<file path="config.mk">
export PLATFORM = sky130hd
export DESIGN_NAME = timer_counter
export DESIGN_NICKNAME = d
export VERILOG_FILES = /design/src/rtl/timer_pkg.sv /design/src/rtl/timer_counter.sv
export SDC_FILE = /design/constraint.sdc
export NUM_CORES = 1
export LEC_CHECK = 0
export ABC_AREA = 1
export BUFFER_PORTS_ARGS = -buffer_cell sky130_fd_sc_hd__buf_4
export CAP_MARGIN = 40
export CORE_MARGIN = 2
export CORE_UTILIZATION = 57
export CTS_CLUSTER_DIAMETER = 40
export CTS_CLUSTER_SIZE = 30
export DETAILED_ROUTE_END_ITERATION = 8
export PLACE_DENSITY_LB_ADDON = 0.2
export SYNTH_ARGS = -nofsm -noshare
export SYNTH_HDL_FRONTEND = slang
export SYNTH_SLANG_ARGS = --single-unit
</file>
<file path="constraint.sdc">
create_clock -name clk -period 2 [get_ports clk]
set_input_delay 0 -clock clk [delete_from_list [all_inputs] [get_ports clk]]
set_output_delay 0 -clock clk [all_outputs]
set_load 0.01 [all_outputs]
</file>
<file path="src/rtl/timer_pkg.sv">
// Shared definitions for the memory-mapped down-counter timer: register map,
// CTRL field layout, mode encodings and FSM states.
package timer_pkg;

  localparam int unsigned DATA_W = 32;
  localparam int unsigned ADDR_W = 2;
  localparam int unsigned CTRL_W = 4;

  localparam logic [ADDR_W-1:0] ADDR_CTRL   = 2'd0;
  localparam logic [ADDR_W-1:0] ADDR_PRESET = 2'd1;
  localparam logic [ADDR_W-1:0] ADDR_COUNT  = 2'd2;
  localparam logic [ADDR_W-1:0] ADDR_RSVD   = 2'd3;

  localparam int unsigned CTRL_EN_BIT      = 0;
  localparam int unsigned CTRL_MODE_LO_BIT = 1;
  localparam int unsigned CTRL_MODE_HI_BIT = 2;
  localparam int unsigned CTRL_IM_BIT      = 3;

  localparam logic [1:0] MODE_ONESHOT = 2'b00;
  localparam logic [1:0] MODE_RELOAD  = 2'b01;

  // Field order mirrors the CTRL bit positions (IM is bit 3, Enable is bit 0).
  typedef struct packed {
    logic       im;
    logic [1:0] mode;
    logic       en;
  } ctrl_t;

  typedef enum logic [1:0] {
    IDLE = 2'd0,
    LOAD = 2'd1,
    CNT  = 2'd2,
    INT  = 2'd3
  } state_e;

endpackage

</file>
<file path="src/rtl/timer_counter.sv">
// Programmable 32-bit down-counter peripheral with one-shot / auto-reload modes
// and a masked interrupt, register-mapped on a word-addressed device port.
module timer_counter
  import timer_pkg::*;
(
  input  logic              clk,
  input  logic              rst,
  input  logic [ADDR_W-1:0] addr,
  input  logic              we,
  input  logic [DATA_W-1:0] din,
  output logic [DATA_W-1:0] dout,
  output logic              irq
);

  state_e            r_state;
  ctrl_t             r_ctrl;
  logic [DATA_W-1:0] r_preset;
  logic [DATA_W-1:0] r_count;
  logic              r_flag;

  state_e            w_state_nxt;
  ctrl_t             w_ctrl_nxt;
  logic [DATA_W-1:0] w_preset_nxt;
  logic [DATA_W-1:0] w_count_nxt;
  logic              w_flag_nxt;
  logic              w_reload;
  logic              w_wr_ctrl;
  logic              w_wr_preset;

  assign w_reload    = (r_ctrl.mode == MODE_RELOAD);
  assign w_wr_ctrl   = we && (addr == ADDR_CTRL);
  assign w_wr_preset = we && (addr == ADDR_PRESET);

  // State and register file; reset is synchronous.
  always_ff @(posedge clk) begin
    if (!rst) begin
      r_state  <= IDLE;
      r_ctrl   <= '0;
      r_preset <= '0;
      r_count  <= '0;
      r_flag   <= 1'b0;
    end else begin
      r_state  <= w_state_nxt;
      r_ctrl   <= w_ctrl_nxt;
      r_preset <= w_preset_nxt;
      r_count  <= w_count_nxt;
      r_flag   <= w_flag_nxt;
    end
  end

  // Next-state logic; bus writes are applied last so they override the FSM.
  always_comb begin
    w_state_nxt  = r_state;
    w_ctrl_nxt   = r_ctrl;
    w_preset_nxt = r_preset;
    w_count_nxt  = r_count;
    w_flag_nxt   = r_flag;

    case (r_state)
      IDLE: begin
        if (r_ctrl.en) w_state_nxt = LOAD;
      end
      LOAD: begin
        w_count_nxt = r_preset;
        w_state_nxt = CNT;
      end
      CNT: begin
        if (!r_ctrl.en) begin
          w_state_nxt = IDLE;
        end else if (r_count > DATA_W'(1)) begin
          w_count_nxt = r_count - DATA_W'(1);
        end else begin
          w_count_nxt = '0;
          w_flag_nxt  = 1'b1;
          w_state_nxt = INT;
        end
      end
      INT: begin
        w_state_nxt = IDLE;
        if (w_reload) w_flag_nxt = 1'b0;
        else          w_ctrl_nxt.en = 1'b0;
      end
      default: w_state_nxt = IDLE;
    endcase

    if (w_wr_ctrl) begin
      w_ctrl_nxt = ctrl_t'(din[CTRL_W-1:0]);
      w_flag_nxt = 1'b0;
    end
    if (w_wr_preset) w_preset_nxt = din;
  end

  // Read mux is combinational on addr.
  always_comb begin
    dout = '0;
    case (addr)
      ADDR_CTRL:   dout = {(DATA_W-CTRL_W)'(0), r_ctrl};
      ADDR_PRESET: dout = r_preset;
      ADDR_COUNT:  dout = r_count;
      default:     dout = '0;
    endcase
  end

  assign irq = r_ctrl.im & r_flag;

endmodule

</file>
==> run metrics <==
period utilization 0.913; Worst Setup Start Kind register; failing checks negative hold slack; Seq/Total Area, Yosys 0.331; post-layout min period 1.83 ns; FFs w/ async S/R, synth 0; GRT Overall Usage 0.291; largest net degree at the start of global routing a little under 70; status finished, violations left; synthesized instance count 603; CTS sink cnt slightly above 70; most frequent cell after synthesis inv_1; wire length per cell 14.5 um; Setup crit start r_count[0]$_SDFFE_PN0P_; max_cap viols 0; H-Tree Depth 3; hold slack -0.0102 ns; Worst Tran Pin Value 0.598 ns; synthesized cell area 0.00429 mm2; Die Y ~91 um; WP data required 2.25 ns; Achievable Freq 0.548 GHz; post-route design area 0.00547 mm2; Worst setup EP type register; worst hold start din[16]; RSZ-0062 raised after global routing no; Vias roughly 4400; vias in the first global route 4332; # port buffers 69; R2R Path Start r_count[0]$_SDFFE_PN0P_; Die Wd 90.8 um; Worst-path clk slew 0.08 ns; Final setup viols 0; Synth Area per Inst ~7 um2; Synth area leader dfxtp_1; most frequent cells after synthesis 78 x inv_1, 74 x nand2_1, 72 x a21oi_1; final clock skew 0.00893 ns; top-area cell type share of the netlist area 0.331; Post-synth EDFFs 0; GP Congestion about 0.91; Lkg Pwr 2.27 nW; worst min path class input port to register; Syn. warnings 0; post-CTS sizing 0; Core ar. 0.00725 mm2; Max Root-Sink Buffers 2; hpwl dp approximately 8000 um; first-pass GRT wire length 19900 um; Final Hold Viols 1; antenna cells 0; gr ovfl total 0; Arr. time, crit path 2.08 ns; initial antenna violation count 0; io pins 70; root buf cell clkbuf_8; site row count 31; share of cells above drive strength 1 0.255; setup_tns 0 ns; drt pass-1 iters 5; Net count, final about 740; Worst slew margin 0.601; placed inst area around 0.0049 mm2; Synth cell types 35; TritonCTS clock tree done; antenna viol nets, final 0; Area Overhead vs Synth 27.4%; worst skew pair latency 0.36 ns; # DRC 0; #FFs+latches synth between 70 and 80; critical path peak fanout 7; main flop type after synthesis dfxtp_1; largest cells by area after synthesis dfxtp_1 33%, a21oi_1 8.4%, o21ai_0 7.7%; DRT Wirelength roughly 12000 um; Die ar. 0.00824 mm2; Slew Limit Fails 0; Max VDD drop 0.000478 V; syn nets 642; Via density between 5 and 6; Initial Util 0.592; Num CTS Buffers 9; DRT iter0 DRCs 254; Setup Crit Path Kind register to register; PwrDens 674 mW/mm2
## metrics by stage
step	setup WS (ns)	cells	hold WS, ns	utilization	power, mW
after CTS	0.0755	801	0.00835	0.749	3.68
after detailed placement	0.0978	752	0.281	0.671	2.32
after floorplan	0.390	603	0.141	-	2.09
final	0.174	804	-0.0102	0.754	3.68
after global placement	0.209	752	0.270	0.671	2.29
after global routing	0.0579	804	0.0194	0.754	3.83
## registers in the layout (all words and copies together) (netlist names)
register	cells
r_flag	1
r_count	32
r_preset	32
r_ctrl	4
r_state	2
## cells by family (layout without fill, tap and decap cells)
kind of cell               after synthesis  count (layout)  share of synthesized area
buffers and inverters                  113             215                      0.115
and+or+nand+nor                        196             196                      0.239
DFF                                     71              71                      0.331
xor gates and xnor gates                13              13                     0.0265
AOI/OAI and AO/OA                      208             208                      0.283
adders and majority gates                2               2                    0.00583
## worst paths after layout
check | end | slack, ns | cells after the start
setup / recovery | r_count[10]$_SDFFE_PN0P_ | 0.17 | 10
hold / removal | r_preset[16]$_SDFFE_PN0P_ | -0.01 | 3
setup reg to reg | r_count[10]$_SDFFE_PN0P_ | 0.17 | 10
hold reg to reg | r_flag$_SDFFE_PP0P_ | 0.46 | 2
## area by class of cell
class / count / area (um2)
clock inverters: 5 / 80.1
flip-flops and latches: 71 / 1420
repair buffers: 118 / 1010
fillers: 578 / 1790
well taps: 99 / 124
clock buffers: 11 / 151
inverters: 81 / 304
multi-input cells: 419 / 2380
## timing repair
action | in CTS | in global routing
hold endpoints to repair | 35 | 0
buffers inserted | 0 | 3
hold buffers | 33 | 0
setup endpoints to repair | 0 | 19
## power breakdown
part	switching, mW	internal, mW	leakage, nW	total (mW)
combinational	0.505	0.333	1.58	0.838
sequential	0.0432	1.47	0.577	1.51
clock	0.567	0.768	0.112	1.33
## worst max-delay path, stage by stage, from the launching register on
cell and delay [ns]:
dfxtp_1 0.34, inv_1 0.16, ha_1 0.31, nand2_4 0.11, nor2_8 0.18, nor2_4 0.07
nor2_4 0.17, nor2_8 0.08, buf_4 0.17, o21ai_2 0.07, a21oi_2 0.06
## layer usage
| metal | share of wire | GRT usage | wire [um] |
|---|---|---|---|
| met1 | 0.44 | 0.363 | 5160 |
| met2 | 0.50 | 0.506 | 5800 |
| met3 | 0.047 | 0.0509 | 550 |
| met4 | 0.012 | 0.0949 | 144 |
| met5 | 0 | 0 | 0 |
## placed cells by master, fill, tap and decap left out, types with 2 or more instances in the layout
| cell | count |
|---|---|
| buf_4 | 82 |
| inv_1 | 78 |
| nand2_1 | 73 |
| a21oi_1 | 72 |
| dfxtp_1 | 71 |
| o21ai_0 | 66 |
| nor2_1 | 50 |
| dlygate4sd3_1 | 33 |
| a21oi_2 | 29 |
| o22ai_1 | 26 |
| nand3_1 | 21 |
| nand3_2 | 16 |
| xor2_1 | 13 |
| clkbuf_8 | 11 |
| nor2_4 | 9 |
| nand2_2 | 8 |
| nor2_2 | 7 |
| o21ai_1 | 6 |
| nand4_1 | 5 |
| o221ai_1 | 4 |
| inv_2 | 3 |
| nor3_1 | 3 |
| buf_12 | 3 |
| nor2_8 | 2 |
| o21ai_2 | 2 |
| ha_1 | 2 |
| clkinvlp_4 | 2 |
| bufinv_16 | 2 |
No activity file was read; power rests on OpenSTA's default activity.
